===== config.mk =====
export PLATFORM = sky130hd
export DESIGN_NAME = beta_ctl_flat
export DESIGN_NICKNAME = d
export VERILOG_FILES = /design/src/rtl/beta_pkg.sv /design/src/rtl/beta_ctl_if.sv /design/src/rtl/beta_decode.sv /design/src/rtl/beta_ctl.sv /design/src/flat_wrapper.sv
export SDC_FILE = /design/constraint.sdc
export NUM_CORES = 1
export LEC_CHECK = 0
export BUFFER_PORTS_ARGS = -buffer_cell sky130_fd_sc_hd__buf_2
export CAP_MARGIN = 20
export CORE_ASPECT_RATIO = 0.8
export CORE_MARGIN = 8
export CORE_UTILIZATION = 45
export DETAILED_ROUTE_END_ITERATION = 10
export PLACE_DENSITY = 0.76
export SLEW_MARGIN = 20
export SYNTH_ARGS = -nofsm -noshare
export SYNTH_HDL_FRONTEND = slang
export SYNTH_SLANG_ARGS = --single-unit

===== constraint.sdc =====
create_clock -name clk -period 3.4 [get_ports clk]
set_clock_uncertainty 0.1 [all_clocks]
set_input_delay 0.68 -clock clk [delete_from_list [all_inputs] [get_ports clk]]
set_output_delay 0.68 -clock clk [all_outputs]
set_load 0.05 [all_outputs]

===== src/rtl/beta_pkg.sv =====
// Shared definitions for the Beta control sequencer and its datapath slaves.
// Latency: n/a (types and constants only).
// Backpressure: n/a.
package beta_pkg;

   // Opcodes with a fixed meaning outside the ALU groups
   localparam logic [5:0] OP_LD  = 6'h18;
   localparam logic [5:0] OP_ST  = 6'h19;
   localparam logic [5:0] OP_JMP = 6'h1B;
   localparam logic [5:0] OP_BEQ = 6'h1C;
   localparam logic [5:0] OP_BNE = 6'h1D;

   // ALU function codes, shared with the ALU
   localparam logic [4:0] ALU_ADD   = 5'b00000;
   localparam logic [4:0] ALU_SUB   = 5'b00001;
   localparam logic [4:0] ALU_CMPEQ = 5'b00101;
   localparam logic [4:0] ALU_CMPLT = 5'b00111;
   localparam logic [4:0] ALU_CMPLE = 5'b01111;
   localparam logic [4:0] ALU_SHL   = 5'b01000;
   localparam logic [4:0] ALU_SHR   = 5'b01001;
   localparam logic [4:0] ALU_SRA   = 5'b01011;
   localparam logic [4:0] ALU_AND   = 5'b11000;
   localparam logic [4:0] ALU_OR    = 5'b11110;
   localparam logic [4:0] ALU_XOR   = 5'b10110;

   typedef enum logic [2:0] {
      ST_RST    = 3'd0,
      ST_FETCH  = 3'd1,
      ST_DECODE = 3'd2,
      ST_EXEC   = 3'd3,
      ST_MEM    = 3'd4,
      ST_WB     = 3'd5
   } state_e;

   typedef enum logic [1:0] {
      WD_PC4 = 2'd0,
      WD_ALU = 2'd1,
      WD_MEM = 2'd2
   } wdsel_e;

   typedef enum logic [1:0] {
      PC_PLUS4 = 2'd0,
      PC_BR    = 2'd1,
      PC_JMP   = 2'd2,
      PC_ILLOP = 2'd3
   } pcsel_e;

   typedef enum logic [2:0] {
      CLS_ALU = 3'd0,
      CLS_LD  = 3'd1,
      CLS_ST  = 3'd2,
      CLS_JMP = 3'd3,
      CLS_BEQ = 3'd4,
      CLS_BNE = 3'd5,
      CLS_ILL = 3'd6
   } cls_e;

endpackage


===== src/rtl/beta_ctl_if.sv =====
// Control bus between the Beta sequencer and its datapath slaves.
// Latency: n/a (wires only).
// Backpressure: imem_ack / dmem_ack stretch fetch and memory phases.
// Ports: fetch (instr, imem_req, imem_ack), data memory (dmem_req, dmem_we,
// dmem_ack), register file (ra_zero, ra_addr, rb_addr, wa, werf, wdsel),
// ALU (aluop, bsel), PC (pcsel, pc_en).
interface beta_ctl_if;
   import beta_pkg::*;

   logic [31:0] instr;
   logic        imem_req;
   logic        imem_ack;
   logic        dmem_req;
   logic        dmem_we;
   logic        dmem_ack;
   logic        ra_zero;
   logic [4:0]  ra_addr;
   logic [4:0]  rb_addr;
   logic [4:0]  wa;
   logic [4:0]  aluop;
   logic        bsel;
   wdsel_e      wdsel;
   logic        werf;
   pcsel_e      pcsel;
   logic        pc_en;

   // Sequencer side
   modport master (
      input  instr, imem_ack, dmem_ack, ra_zero,
      output imem_req, dmem_req, dmem_we, ra_addr, rb_addr, wa,
             aluop, bsel, wdsel, werf, pcsel, pc_en
   );

   // Datapath / memory side
   modport slave (
      output instr, imem_ack, dmem_ack, ra_zero,
      input  imem_req, dmem_req, dmem_we, ra_addr, rb_addr, wa,
             aluop, bsel, wdsel, werf, pcsel, pc_en
   );

endinterface


===== src/rtl/beta_decode.sv =====
// Opcode decoder: maps an opcode to ALU function, B-source select and class.
// Latency: combinational.
// Backpressure: none.
// Ports: opcode_i (IR[31:26]); aluop_o, bsel_o, cls_o.
module beta_decode
   import beta_pkg::*;
(
   input  logic [5:0] opcode_i,
   output logic [4:0] aluop_o,
   output logic       bsel_o,
   output cls_e       cls_o
);

   always_comb begin
      aluop_o = ALU_ADD;
      bsel_o  = 1'b0;
      cls_o   = CLS_ILL;

      // Register (0x2x) and constant (0x3x) ALU forms share the low nibble;
      // opcode bit 4 alone selects the literal as B operand.
      if (opcode_i[5] == 1'b1) begin
         cls_o  = CLS_ALU;
         bsel_o = opcode_i[4];
         unique case (opcode_i[3:0])
            4'h0:    aluop_o = ALU_ADD;
            4'h1:    aluop_o = ALU_SUB;
            4'h4:    aluop_o = ALU_CMPEQ;
            4'h5:    aluop_o = ALU_CMPLT;
            4'h6:    aluop_o = ALU_CMPLE;
            4'h8:    aluop_o = ALU_AND;
            4'h9:    aluop_o = ALU_OR;
            4'hA:    aluop_o = ALU_XOR;
            4'hC:    aluop_o = ALU_SHL;
            4'hD:    aluop_o = ALU_SHR;
            4'hE:    aluop_o = ALU_SRA;
            // MUL, DIV and unassigned slots trap as illegal
            default: begin
               cls_o  = CLS_ILL;
               bsel_o = 1'b0;
            end
         endcase
      end else begin
         unique case (opcode_i)
            OP_LD: begin
               cls_o  = CLS_LD;
               bsel_o = 1'b1;
            end
            OP_ST: begin
               cls_o  = CLS_ST;
               bsel_o = 1'b1;
            end
            OP_JMP:  cls_o = CLS_JMP;
            OP_BEQ:  cls_o = CLS_BEQ;
            OP_BNE:  cls_o = CLS_BNE;
            default: cls_o = CLS_ILL;
         endcase
      end
   end

endmodule


===== src/rtl/beta_ctl.sv =====
// Multi-cycle Beta sequencer: fetch, decode, execute, memory, write-back.
// Latency: 3 cycles ALU/branch/JMP/illegal, 4 ST, 5 LD (acks same cycle).
// Backpressure: holds in FETCH until imem_ack and in MEM until dmem_ack.
// Ports: clk, reset (async, active-high); bus (master side of beta_ctl_if).
module beta_ctl
   import beta_pkg::*;
#(
   parameter logic [4:0] XP_REG = 5'd30
)
(
   input  logic       clk,
   input  logic       reset,
   beta_ctl_if.master bus
);

   state_e      state_q, state_d;
   logic [31:0] ir_q, ir_d;

   logic [5:0]  opcode;
   logic [4:0]  rc, ra, rb;
   logic [4:0]  dec_aluop;
   logic        dec_bsel;
   cls_e        dec_cls;

   assign opcode = ir_q[31:26];
   assign rc     = ir_q[25:21];
   assign ra     = ir_q[20:16];
   assign rb     = ir_q[15:11];

   // Low literal bits feed the datapath sign-extender, not the sequencer
   logic unused_lit;
   assign unused_lit = ^ir_q[10:0];

   beta_decode u_decode (
      .opcode_i (opcode),
      .aluop_o  (dec_aluop),
      .bsel_o   (dec_bsel),
      .cls_o    (dec_cls)
   );

   // Instruction register: captured only on a fetch acknowledge
   assign ir_d = (state_q == ST_FETCH && bus.imem_ack) ? bus.instr : ir_q;

   always_ff @(posedge clk or posedge reset) begin
      if (reset) begin
         ir_q <= '0;
      end else begin
         ir_q <= ir_d;
      end
   end

   // State register
   always_ff @(posedge clk or posedge reset) begin
      if (reset) begin
         state_q <= ST_RST;
      end else begin
         state_q <= state_d;
      end
   end

   // Next-state logic
   always_comb begin
      state_d = state_q;
      unique case (state_q)
         ST_RST:    state_d = ST_FETCH;
         ST_FETCH:  if (bus.imem_ack) state_d = ST_DECODE;
         ST_DECODE: state_d = ST_EXEC;
         ST_EXEC:   state_d = (dec_cls == CLS_LD || dec_cls == CLS_ST) ? ST_MEM : ST_FETCH;
         ST_MEM:    if (bus.dmem_ack) state_d = (dec_cls == CLS_LD) ? ST_WB : ST_FETCH;
         ST_WB:     state_d = ST_FETCH;
         default:   state_d = ST_RST;
      endcase
   end

   // Output decode
   always_comb begin
      bus.imem_req = 1'b0;
      bus.dmem_req = 1'b0;
      bus.dmem_we  = 1'b0;
      bus.ra_addr  = '0;
      bus.rb_addr  = '0;
      bus.wa       = '0;
      bus.aluop    = ALU_ADD;
      bus.bsel     = 1'b0;
      bus.wdsel    = WD_PC4;
      bus.werf     = 1'b0;
      bus.pcsel    = PC_PLUS4;
      bus.pc_en    = 1'b0;

      // Register read addresses stay stable from DECODE through WB;
      // ST reads its data register through the rc field.
      if (state_q != ST_RST && state_q != ST_FETCH) begin
         bus.ra_addr = ra;
         bus.rb_addr = (dec_cls == CLS_ST) ? rc : rb;
      end

      unique case (state_q)
         ST_FETCH: bus.imem_req = 1'b1;
         ST_EXEC: begin
            bus.aluop = dec_aluop;
            bus.bsel  = dec_bsel;
            unique case (dec_cls)
               CLS_ALU: begin
                  bus.werf  = 1'b1;
                  bus.wa    = rc;
                  bus.wdsel = WD_ALU;
                  bus.pc_en = 1'b1;
               end
               CLS_LD, CLS_ST: ;
               CLS_JMP: begin
                  bus.werf  = 1'b1;
                  bus.wa    = rc;
                  bus.pcsel = PC_JMP;
                  bus.pc_en = 1'b1;
               end
               CLS_BEQ: begin
                  bus.werf  = 1'b1;
                  bus.wa    = rc;
                  bus.pc_en = 1'b1;
                  bus.pcsel = bus.ra_zero ? PC_BR : PC_PLUS4;
               end
               CLS_BNE: begin
                  bus.werf  = 1'b1;
                  bus.wa    = rc;
                  bus.pc_en = 1'b1;
                  bus.pcsel = bus.ra_zero ? PC_PLUS4 : PC_BR;
               end
               default: begin
                  // Illegal opcode: save PC+4 in XP and trap
                  bus.werf  = 1'b1;
                  bus.wa    = XP_REG;
                  bus.pcsel = PC_ILLOP;
                  bus.pc_en = 1'b1;
               end
            endcase
         end
         ST_MEM: begin
            bus.dmem_req = 1'b1;
            bus.dmem_we  = (dec_cls == CLS_ST);
            bus.aluop    = ALU_ADD;
            bus.bsel     = 1'b1;
            // A store retires on the ack itself, so its PC advance follows
            // dmem_ack combinationally.
            if (dec_cls == CLS_ST && bus.dmem_ack) begin
               bus.pc_en = 1'b1;
            end
         end
         ST_WB: begin
            bus.werf  = 1'b1;
            bus.wa    = rc;
            bus.wdsel = WD_MEM;
            bus.pc_en = 1'b1;
         end
         default: ;
      endcase
   end

endmodule


===== src/flat_wrapper.sv =====
// flat-port wrapper written by rule: the top's interface ports become plain ports
module beta_ctl_flat import beta_pkg::*;
#(
   parameter logic [4:0] XP_REG = 5'd30
)
  (clk, reset, bus_instr, bus_imem_ack, bus_dmem_ack, bus_ra_zero, bus_imem_req, bus_dmem_req, bus_dmem_we, bus_ra_addr, bus_rb_addr, bus_wa, bus_aluop, bus_bsel, bus_wdsel, bus_werf, bus_pcsel, bus_pc_en);
  beta_ctl_if bus_i ();
  input  logic clk;
  input  logic reset;
  input wire logic [$bits(bus_i.instr)-1:0] bus_instr;
  input wire logic [$bits(bus_i.imem_ack)-1:0] bus_imem_ack;
  input wire logic [$bits(bus_i.dmem_ack)-1:0] bus_dmem_ack;
  input wire logic [$bits(bus_i.ra_zero)-1:0] bus_ra_zero;
  output wire logic [$bits(bus_i.imem_req)-1:0] bus_imem_req;
  output wire logic [$bits(bus_i.dmem_req)-1:0] bus_dmem_req;
  output wire logic [$bits(bus_i.dmem_we)-1:0] bus_dmem_we;
  output wire logic [$bits(bus_i.ra_addr)-1:0] bus_ra_addr;
  output wire logic [$bits(bus_i.rb_addr)-1:0] bus_rb_addr;
  output wire logic [$bits(bus_i.wa)-1:0] bus_wa;
  output wire logic [$bits(bus_i.aluop)-1:0] bus_aluop;
  output wire logic [$bits(bus_i.bsel)-1:0] bus_bsel;
  output wire logic [$bits(bus_i.wdsel)-1:0] bus_wdsel;
  output wire logic [$bits(bus_i.werf)-1:0] bus_werf;
  output wire logic [$bits(bus_i.pcsel)-1:0] bus_pcsel;
  output wire logic [$bits(bus_i.pc_en)-1:0] bus_pc_en;
  assign bus_i.instr = bus_instr;
  assign bus_i.imem_ack = bus_imem_ack;
  assign bus_i.dmem_ack = bus_dmem_ack;
  assign bus_i.ra_zero = bus_ra_zero;
  assign bus_imem_req = bus_i.imem_req;
  assign bus_dmem_req = bus_i.dmem_req;
  assign bus_dmem_we = bus_i.dmem_we;
  assign bus_ra_addr = bus_i.ra_addr;
  assign bus_rb_addr = bus_i.rb_addr;
  assign bus_wa = bus_i.wa;
  assign bus_aluop = bus_i.aluop;
  assign bus_bsel = bus_i.bsel;
  assign bus_wdsel = bus_i.wdsel;
  assign bus_werf = bus_i.werf;
  assign bus_pcsel = bus_i.pcsel;
  assign bus_pc_en = bus_i.pc_en;
  beta_ctl #(.XP_REG(XP_REG)) u_core (.clk(clk), .reset(reset), .bus(bus_i));
endmodule

======== After elaboration in Yosys (flattened, before gate mapping) ========
Index checks and enable logic that the tools add are counted.
storage, ports and cells
  logic and storage cells ................. 78
  output and inout port bits .............. 30
  bits in registers ....................... 35
cells by class
  mux-type cells .......................... 33
  eq/ne operators ......................... 28
  reduce and logical (&&, ||, !) cells .... 15
operators by type and width
  kind                                                                    number
  5-bit one-hot mux with 10 select lines                                  1
  6-bit by 5-bit equality test with 1-bit output (second input constant)  5
  3-bit one-hot mux with 5 select lines                                   2
  5-bit 2-to-1 mux                                                        5
  4-bit equality test (second input constant)                             6
  5-bit one-hot mux with 2 select lines                                   2
  3-bit 2-to-1 mux                                                        6
  3-bit by 2-bit equality test with 1-bit output (second input constant)  4
  3-bit equality test (second input constant)                             4
  4-bit by 3-bit equality test with 1-bit output (second input constant)  3
  1-bit 2-to-1 mux                                                        11
  11-bit OR reduction                                                     1
  2-bit one-hot mux with 4 select lines                                   1
  3-bit by 1-bit equality test with 1-bit output (second input constant)  2
  3-bit zero test                                                         2
  2-bit OR reduction                                                      3
  4-bit by 1-bit equality test with 1-bit output (second input constant)  1
  4-bit zero test                                                         1
  2-bit != test (second input constant)                                   2
  1-bit one-hot mux with 2 select lines                                   2
  2-bit one-hot mux with 2 select lines                                   1
  4-bit OR reduction                                                      1
  1-bit logical AND                                                       3
  3-bit by 1-bit != test with 1-bit output (second input constant)        1
  other kinds (6)                                                         6

======== Longest topological paths before layout ========
  word-level depth ........................ 8
  mapped depth ............................ 7
  mapped depth without buffers ............ 4

======== Hierarchy ========
A second synthesis with hierarchy kept.
unflattened totals
  cells, all modules ...................... 158
  area total of the unflattened synthesis .. 1579.0 µm²
by module, submodules not included
  module       cells an instance  times used  area each (µm²)  seq. area each (µm²)
  beta_ctl     124                1           1355.0           600.6
  beta_decode  34                 1           224.0            0.0

======== Least setup slack after synthesis ========
Ideal clock, no wire load.
  path type ............................... flip-flop to output port
  from .................................... register u_core.ir_q[27]
  to ...................................... output bus_pcsel[0]
  required time ........................... 2.620 ns
  setup slack ............................. 0.376 ns
  arrival ................................. 2.244 ns
  stages on the path, launching flop included .. 6
  cells stage by stage .................... dfrtp_1 -> buf_2 -> o21bai_1 -> o2111ai_1 -> xor2_1 -> a221oi_1
between the ends
  longest elaborated chain between the ends .. 8
  elaborated cells between the ends (all ways) .. 29
ends and longest elaborated chain
  what                                                                          line                text
  from (decl)                                                                   beta_ctl.sv:17      logic [31:0] ir_q, ir_d;
  from (signal assigned)                                                        beta_ctl.sv:48      ir_q <= ir_d;
  4-bit equality test, or another cell as far along                             beta_decode.sv:24   unique case (opcode_i[3:0])
  11-bit OR reduction (no source line)                                          n/a
  3-bit 2-to-1 mux                                                              beta_decode.sv:24
  3-bit 2-to-1 mux *                                                            beta_decode.sv:21   if (opcode_i[5] == 1'b1) begin
  3-bit by 2-bit equality test with 1-bit output, or another cell as far along  beta_ctl.sv:102     unique case (dec_cls)
  3-bit OR reduction (no source line)                                           n/a
  2-bit one-hot mux with 4 select lines *                                       beta_ctl.sv:102
  2-bit 2-to-1 mux *                                                            beta_ctl.sv:97      unique case (state_q)
  to (decl)                                                                     flat_wrapper.sv:24  output wire logic [$bits(bus_i.pcsel)-1:0] bus_pcsel;
Every way passes the cells marked *; elsewhere a longest branch is shown, timed or not.

======== Worst setup path after layout ========
  from .................................... register u_core.ir_q[27]
  to ...................................... output bus_pc_en
between the ends
  longest elaborated chain between the ends .. 8
  elaborated cells between the ends (all ways) .. 27
ends and longest elaborated chain
  what                                                                                                              line                              text
  4-bit equality test, or another cell as far along                                                                 beta_decode.sv:24
  11-bit OR reduction (no source line)                                                                              n/a
  3-bit 2-to-1 mux                                                                                                  beta_decode.sv:24
  3-bit 2-to-1 mux *                                                                                                beta_decode.sv:21
  3-bit by 2-bit equality test with 1-bit output or 3-bit by 1-bit equality test with 1-bit output (tied branches)  beta_ctl.sv:102, beta_ctl.sv:144
  2-bit OR reduction or 1-bit logical AND (tied branches)                                                           beta_ctl.sv:102, beta_ctl.sv:144
  1-bit 2-to-1 mux, on equally long branches                                                                        beta_ctl.sv:102, beta_ctl.sv:144
  1-bit one-hot mux with 3 select lines *                                                                           beta_ctl.sv:97
  to (decl)                                                                                                         flat_wrapper.sv:25                output wire logic [$bits(bus_i.pc_en)-1:0] bus_pc_en;
Marked as above.

==> key figures <==
Outcome
  – Status: complete, no violations

Critical path
  – Critical Path Fanout Max: 14
  – Setup CP Type: register to output pin
  – Worst Setup Start Kind: register
  – Critical Path AT: 2.08 ns
  – Critical path required time: 2.62 ns
  – Crit end category: output pin

Detailed routing
  – TritonRoute pass-1 iters: 4
  – DRT iter0 DRCs: 69
  – Total length of routed wires: 3574 um
  – ANT nets after route: 0
  – Drt drc: 0
  – Via density: roughly 5.2
  – Via Count: 1267
  – Drt wl/cell: 14.71 um

Die
  – DIE AREA: 5605 sq um
  – Rows: 19
  – Chip Width: slightly above 80 um
  – Die extent in y: 68.58 um
  – Core ar.: between 3000 and 4000 sq um
  – I/O pin count: 67
  – Starting Density: 0.4607

Synth
  – Adder-cell share of the synthesized area: 0
  – Share of the synthesized area in the top cell type: 0.3862
  – Post-synthesis mux area share: 0.1866
  – Avg Inst Size Synth: 10.23 sq um
  – Synthesis-stage register bit count: 24
  – Net count after synthesis: between 150 and 200
  – EDFF count, synth: 0
  – Seq/Total Area, Yosys: 0.3862
  – Largest area contributor in the netlist: dfrtp_1
  – Cell variety after synth: 45
  – Compound-cell area share of the yosys netlist: 0.1553
  – Largest family of logic cells by synthesized area: simple AND/OR/NAND/NOR gates
  – Leading post-synthesis cells by cell area: dfrtp_1 39%, mux2_4 9.7%, mux2i_1 3.2%
  – Synth Area in XOR/XNOR: 0.01126
  – Cell count after synthesis: 152
  – Ys Warns: 0
  – Ys flop type: dfrtp_1
  – Synth Cell Area: 1555 sq um
  – Post-synth ARST share: 1.000
  – Post-Synth Simple-Gate Area: 0.1907

GRT
  – Vias in the first global route: ~1300
  – First-pass GRT wire length: 5961 um
  – Initial antenna violation count: 0
  – Pin count of the biggest net entering global routing: 25
  – Total Routing Usage GR: 0.1311
  – Remaining Overflow, GRT: 0

Cells and area
  – Register area: roughly 600 sq um
  – Most common cell after layout, fill and taps aside: buf_2
  – Multi-input logic area: 845.8 sq um
  – # diodes: 0
  – Most frequent cells in the layout: 55 x buf_2, 24 x dfrtp_1, 11 x nor2_1
  – Post-route cell area: approximately 1900 sq um
  – Nets: 239
  – Ratio of cells with drive above 1 in the final layout: 0.4080
  – Layout overhead on the synthesized area: 19.55%
  – Fin cells: approximately 240
  – Filler cell count: 321

CTS
  – Hold Buf Count CTS: 0
  – H-tree level count: 1
  – Sink Count: 24
  – CTS clk-pin slew, worst paths: ~0.080 ns
  – CTS Root Cell: clkbuf_8
  – Postcts setup bufs: 0
  – Worst-skew pair later-pin latency: approximately 0.26 ns
  – CTS tree: done
  – Clk buf depth: 2
  – Clock buffer count from CTS: 3
  – Post-CTS sizing: 0

Power and ir drop
  – Sw power: about 1200 uW
  – Pint: 996.3 uW
  – Combinational power share: 0.632
  – Leakage: 0.0009834 uW
  – Clock Power Share: 0.087
  – Worst VDD drop: roughly 0.00065 V
  – Sw Share: 0.5358
  – PwrDens: 1154 nW/um^2
  – Seq pwr share: 0.281

Timing
  – Max frequency: about 350 MHz
  – Min Tclk post-route: roughly 2.9 ns
  – Final Hold Viols: 0
  – Post-Route Setup TNS: 0 ns
  – Final period util: 0.8412
  – Final setup fails: 0
  – Worst Tran Pin Value: between 0.8 and 0.9 ns
  – Final Max Slew Viols: 0
  – Slew HR: 0.4232
  – RSZ-0062 raised after global routing: false

Placed design
  – Port Buffer Count: 55
  – Placer's final routability congestion estimate: 0.8057
  – Inst Count DP: approximately 240
  – Post-Place Cell Area: 1804 sq um
  – Placed wire-length estimate: 2777 um

Run
  – Max-cap viol count: 0

Min path
  – HP Class: register to register
## metrics by stage
step	utilization	hold slack, ns	setup WS, ns	power (uW)
floorplan	-	0.3726	0.3757	1736
global placement	0.5345	0.3798	0.8425	1951
detailed placement	0.5345	0.3853	0.8494	1965
CTS	0.5508	0.4109	0.5507	2159
global route	0.5508	0.4215	0.4112	2297
finish	0.5508	0.4046	0.5399	2146
## cell usage after synthesis (2+ instances only)
cell type	n
mux2_4	10
buf_4	2
and2_1	3
nand2b_1	3
nand3_1	2
o21bai_1	3
nor2b_1	8
a22oi_1	2
nand2_1	10
a21o_1	4
mux2_1	4
nor3_1	2
xor2_1	2
inv_1	6
buf_6	2
nor2_1	11
a21oi_1	7
o21ai_0	9
dfrtp_1	24
mux2i_1	5
and2b_1	2
buf_2	5
mux2_2	4
## worst paths after layout
path | start | end | slack (ns) | cells after the start
worst max-delay path | u_core.ir_q[27] | bus_pc_en | 0.54 | 5
worst max register to register | u_core.state_q[1] | u_core.ir_q[23] | 1.64 | 4
worst min register to register | u_core.ir_q[16] | u_core.ir_q[16] | 0.40 | 1
max in group asynchronous | reset | u_core.ir_q[23] | 2.18 | 2
worst min-delay path | u_core.ir_q[16] | u_core.ir_q[16] | 0.40 | 1
min in group asynchronous | reset | u_core.ir_q[17] | 0.49 | 2
## power by group through the flow
stage               Combinational (uW)  Clock, uW  Sequential (uW)
finish                            1360        187              603
global route                      1450        210              634
CTS                               1370        195              599
detailed placement                1360          0              604
global placement                  1350          0              601
floorplan                         1230          0              503
## kinds of logic (layout without fill, tap and decap cells)
logic type	Yosys count	in the layout
AND/OR/NAND/NOR	50	50
AO/OA/AOI/OAI	36	36
flip-flops	24	24
multiplexers	23	23
buffers and inverters	17	66
XOR/XNOR	2	2
## state kept, by name (all words and copies together), names as in the netlist
name and flops:
u_core.state_q 3, u_core.ir_q 21
## per-layer routing
| metal | wire, um | global-route usage | vias to the layer above | part of all wire |
|---|---|---|---|---|
| met5 | 0 | 0 | - | 0 |
| met4 | 28 | 0.02838 | 0 | 0.0078 |
| met3 | 214 | 0.03238 | 2 | 0.060 |
| met2 | 1765 | 0.2193 | 31 | 0.49 |
| met1 | 1565 | 0.1683 | 601 | 0.44 |
| li1 | - | - | 633 | - |
## critical path, cell delays in order, from the launching register on
cell,delay [ns]
dfrtp_1,0.54
nor2b_2,0.28
and3_1,0.38
o21ai_2,0.17
a41o_1,0.23
buf_2,0.21
## layout make-up
| type | instances | share of cell area |
|---|---|---|
| clock buffers | 4 | 0.02961 |
| repair buffers | 56 | 0.1521 |
| flip-flops and latches | 24 | 0.3230 |
| inverters | 6 | 0.01211 |
| well taps | 42 | 0.02826 |
| multi-input cells | 111 | 0.4549 |
Note: power is estimated with default switching activity, not from simulation.
